[src/rtl/tdm_demux2.sv]
// tdm_demux2: splits a two-slot time-multiplexed word stream into registered slot-0 and slot-1 outputs,
// tracking frame alignment from the sync marker and counting complete frames.
module tdm_demux2 #(
  parameter int WIDTH = 8
) (
  input  logic             clk,
  input  logic             rst_n,
  input  logic [WIDTH-1:0] din,
  input  logic             din_valid,
  input  logic             sync,
  output logic [WIDTH-1:0] dout0,
  output logic [WIDTH-1:0] dout1,
  output logic             vld0,
  output logic             vld1,
  output logic             pair_valid,
  output logic             sync_err,
  output logic [7:0]       frame_cnt
);
  typedef enum logic [1:0] {HUNT, EXP1, EXP0} state_t;
  state_t state, state_nx;
  logic cap0, cap1, err;
  always_comb begin
    state_nx = state;
    cap0 = 1'b0;
    cap1 = 1'b0;
    err = 1'b0;
    if (din_valid) begin
      case (state)
        HUNT: begin
          cap0 = sync;
          state_nx = sync ? EXP1 : HUNT;
        end
        EXP1: begin
          cap0 = sync;
          cap1 = !sync;
          err = sync;
          state_nx = sync ? EXP1 : EXP0;
        end
        EXP0: begin
          cap0 = sync;
          err = !sync;
          state_nx = sync ? EXP1 : HUNT;
        end
        default: state_nx = HUNT;
      endcase
    end
  end
  always_ff @(posedge clk) begin
    if (!rst_n) begin
      state <= HUNT;
      dout0 <= '0;
      dout1 <= '0;
      vld0 <= 1'b0;
      vld1 <= 1'b0;
      pair_valid <= 1'b0;
      sync_err <= 1'b0;
      frame_cnt <= 8'd0;
    end else begin
      state <= state_nx;
      vld0 <= cap0;
      vld1 <= cap1;
      pair_valid <= cap1;
      sync_err <= err;
      if (cap0) dout0 <= din;
      if (cap1) dout1 <= din;
      if (cap1) frame_cnt <= frame_cnt + 8'd1;
    end
  end
endmodule

[config.mk]
export PLATFORM = sky130hd
export DESIGN_NAME = tdm_demux2
export DESIGN_NICKNAME = d
export VERILOG_FILES = /design/src/rtl/tdm_demux2.sv
export SDC_FILE = /design/constraint.sdc
export NUM_CORES = 1
export LEC_CHECK = 0
export BUFFER_PORTS_ARGS = -buffer_cell sky130_fd_sc_hd__buf_2
export CAP_MARGIN = 40
export CELL_PAD_IN_SITES_DETAIL_PLACEMENT = 2
export CELL_PAD_IN_SITES_GLOBAL_PLACEMENT = 2
export CORE_MARGIN = 5
export CORE_UTILIZATION = 25
export DETAILED_ROUTE_END_ITERATION = 10
export GPL_TIMING_DRIVEN = 0
export PLACE_DENSITY = 0.83
export SLEW_MARGIN = 20
export SYNTH_ARGS = -nofsm -noshare
export SYNTH_HDL_FRONTEND = slang
export SYNTH_SLANG_ARGS = --single-unit
[constraint.sdc]
create_clock -name clk -period 1.1 [get_ports clk]
set_input_delay 0.165 -clock clk [delete_from_list [all_inputs] [get_ports clk]]
set_output_delay 0.165 -clock clk [all_outputs]
set_load 0.02 [all_outputs]
==> load_flow_metrics.sql <==
INSERT INTO impl_metrics (metric_group, metric, value, unit) VALUES
('sta', 'finalWorstSetupSlack', '-0.200', 'ns'),
('cts', 'cts-hold-fix-buffers', '0', ''),
('floorplan', 'core_region_area', '4440', 'µm²'),
('sta', 'timing.max_slew.rel_slack', '0.573', ''),
('power', 'p_per_area', '1350', 'nW/µm²'),
('floorplan', 'num_io_pins', '40', ''),
('critical_path', 'endpoint_kind', 'flop', ''),
('critical_path', 'crit_type', 'flop to flop', ''),
('floorplan', 'die_h', '78.4', 'µm'),
('yosys', 'synth-main-ff-cell', 'sky130_fd_sc_hd__dfxtp_1', ''),
('critical_path', 'critical_path.cell_chain', 'nand4bb_4 -> buf_6 -> buf_8 -> buf_6 -> nand2_2 -> a21oi_1', ''),
('sta', 'final-setup-viol-count', '27', ''),
('drt', 'detailedRoute.firstIterationViolations', '30', ''),
('cts', 'cts.clk_slew.worst_paths', '0.07', 'ns'),
('yosys', 'yosysSeqAreaShare', '0.497', ''),
('place', 'gpl.final_weighted_congestion', '0.799', ''),
('sta', 'timing.fmax', '0.769', 'GHz'),
('drt', 'vias_per_cell', '5.07', ''),
('job', 'cap_violations', '0', ''),
('drt', 'drt_wl_total', '4380', 'µm'),
('power', 'leakage_power_figure', '0.713', 'nW'),
('critical_path', 'crit_family', 'buffers and inverters', ''),
('cells_and_area', 'layout_commonest_cell', 'sky130_fd_sc_hd__buf_2', ''),
('grt', 'grt_max_degree', '11', ''),
('cells_and_area', 'final_layout_size_suffix_gt1_frac', '0.508', ''),
('sta', 'post-route-period-util', '1.18', ''),
('power', 'total_power', '2.46', 'mW'),
('yosys', 'syn_inst', '134', ''),
('floorplan', 'initial_core_util', '0.263', ''),
('floorplan', 'die_footprint', '6140', 'µm²'),
('cts', 'cts-buffers-inserted', '5', ''),
('drt', 'route.detailed.drc', '0', ''),
('critical_path', 'critical_path.slowest_cell', 'sky130_fd_sc_hd__dfxtp_4', ''),
('power', 'ir_worst_vdd', '0.000692', 'V'),
('yosys', 'synth_unique_cells', '28', ''),
('yosys', 'ys_seq_elements', '29', ''),
('sta', 'timing_worst_slew_pin_value', '0.641', 'ns'),
('yosys', 'synthArstFlopShare', '0', ''),
('place', 'dp_cells', '225', ''),
('cts', 'cts_max_level', '2', ''),
('cells_and_area', 'layout_common_cells', '37 x sky130_fd_sc_hd__buf_2, 20 x sky130_fd_sc_hd__dfxtp_1, 17 x sky130_fd_sc_hd__a21oi_1', ''),
('yosys', 'yosys_warnings', '0', ''),
('critical_path', 'critPathRequiredTime', '1.24', 'ns'),
('critical_path', 'timing.critical_path.slowest_cell_delay', '0.36', 'ns'),
('drt', 'post_drt_wl_per_cell', '18.2', 'µm'),
('cts', 'clock_insertion_delay_worst_skew', '0.29', 'ns'),
('sta', 'timing.final.crit_period', '1.30', 'ns'),
('outcome', 'status', 'complete, but fails checks', ''),
('cts', 'cts_num_sinks', '29', ''),
('cells_and_area', 'area_growth', '55.5', '%'),
('place', 'numPortBuffers', '39', ''),
('cells_and_area', 'instances_no_fill', '241', ''),
('place', 'post-dp-hpwl', '2920', 'µm'),
('sta', 'rsz0062_at_grt', 'true', ''),
('cts', 'cts_tree', 'done', ''),
('critical_path', 'path_max_fanout', '6', ''),
('yosys', 'synth_area', '1170', 'µm²'),
('sta', 'fin_skew', '0.0105', 'ns'),
('grt', 'grt_antenna_before_repair', '0', ''),
('outcome', 'failed_checks', 'negative setup slack', ''),
('grt', 'gr-usage-all-layers', '0.145', ''),
('critical_path', 'crit_buf_inv', '3', ''),
('drt', 'antenna_violating_nets_post_route', '0', ''),
('yosys', 'synth_fp_nets', '147', ''),
('drt', 'firstDrtPassIters', '4', ''),
('cts', 'cts_root_buffer', 'sky130_fd_sc_hd__clkbuf_8', ''),
('cells_and_area', 'postLayoutCellArea', '1820', 'µm²'),
('yosys', 'synth_edf_count', '0', ''),
('grt', 'grt_pass1_wl', '6710', 'µm'),
('critical_path', 'cp-start-kind', 'flop', ''),
('floorplan', 'floorplan.die.width', '78.4', 'µm');
==> power breakdown <==
part / internal (mW) / switching [mW] / leakage, nW
sequential: 1.07 / 0.0193 / 0.241
clock: 0.738 / 0.426 / 0.0585
combinational: 0.0827 / 0.123 / 0.414
total: 1.89 / 0.568 / 0.713
==> layer usage <==
layer	vias up	routed length (µm)	global-route usage
met1	597	1780	0.150
met2	37	2270	0.260
met5	-	0	0
met3	7	221	0.0526
li1	580	-	-
met4	0	103	0.0664
==> path summary, 6_finish.rpt <==
check / from / to / slack [ns] / depth (start not counted)
max: state[1] / dout1[4] / -0.20 / 6
min: din[0] / dout1[0] / 0.14 / 3
max reg2reg: state[1] / dout1[4] / -0.20 / 6
min reg2reg: dout1[6] / dout1[6] / 0.47 / 2
==> repair_timing <==
| action | in CTS | in global routing |
|---|---|---|
| endpoints found under the setup margin | 27 | 30 |
| cloned | 1 | 0 |
| setup buffers | 6 | 2 |
| pin swaps | 9 | 13 |
| gates resized for setup | 31 | 31 |
==> registers in the layout, summed over array words and instances (netlist names) <==
register and cells:
frame_cnt 8, pair_valid 1, dout1 8, state 2
sync_err 1, dout0 8, vld0 1
==> cells by family (layout without fill, tap and decap cells) <==
group,after synthesis,in the layout,synth area share
flops,29,29,0.497
fa+ha+maj,1,1,0.0107
xor+xnor,1,1,0.00750
compound gates,40,40,0.182
buf+inv,12,67,0.0460
simple gates,51,51,0.257
==> metrics by stage <==
step / utilization / setup WS [ns]
floorplan: - / -0.113
global placement: 0.326 / -0.197
detailed placement: 0.326 / -0.284
CTS: 0.384 / -0.226
global route: 0.409 / -0.267
finish: 0.409 / -0.200
==> final cells by class <==
cell class / instances / area [µm²]
Clock buffer: 7 / 86.3
Sequential cell: 29 / 602
Tap cell: 52 / 65.1
Fill cell: 520 / 2630
Clock inverter: 1 / 30.0
Multi-Input combinational cell: 93 / 653
Buffer: 8 / 67.6
Timing Repair Buffer: 48 / 302
Inverter: 3 / 11.3
==> cells in the mapped netlist (2+ instances only) <==
cell type / count / area share
sky130_fd_sc_hd__or3_1: 3 / 0.016
sky130_fd_sc_hd__o21ai_0: 11 / 0.047
sky130_fd_sc_hd__nor2_1: 3 / 0.0096
sky130_fd_sc_hd__inv_1: 2 / 0.0064
sky130_fd_sc_hd__nand2_1: 23 / 0.074
sky130_fd_sc_hd__clkbuf_1: 4 / 0.013
sky130_fd_sc_hd__or4_1: 2 / 0.013
sky130_fd_sc_hd__dfxtp_1: 29 / 0.50
sky130_fd_sc_hd__buf_2: 4 / 0.017
sky130_fd_sc_hd__and2_1: 2 / 0.011
sky130_fd_sc_hd__a21oi_1: 24 / 0.10
sky130_fd_sc_hd__o31ai_1: 2 / 0.013
sky130_fd_sc_hd__nand3_1: 3 / 0.013
sky130_fd_sc_hd__or3b_1: 8 / 0.060
==> worst register-to-register path, delay by kind of cell, from the launching register on <==
| family | cells | cell delay, ns |
|---|---|---|
| flip-flops | 1 | 0.36 |
| AND/OR/NAND/NOR | 2 | 0.29 |
| AO/OA/AOI/OAI | 1 | 0.06 |
| buffers and inverters | 3 | 0.45 |
Note: power is estimated with default switching activity, not from simulation.
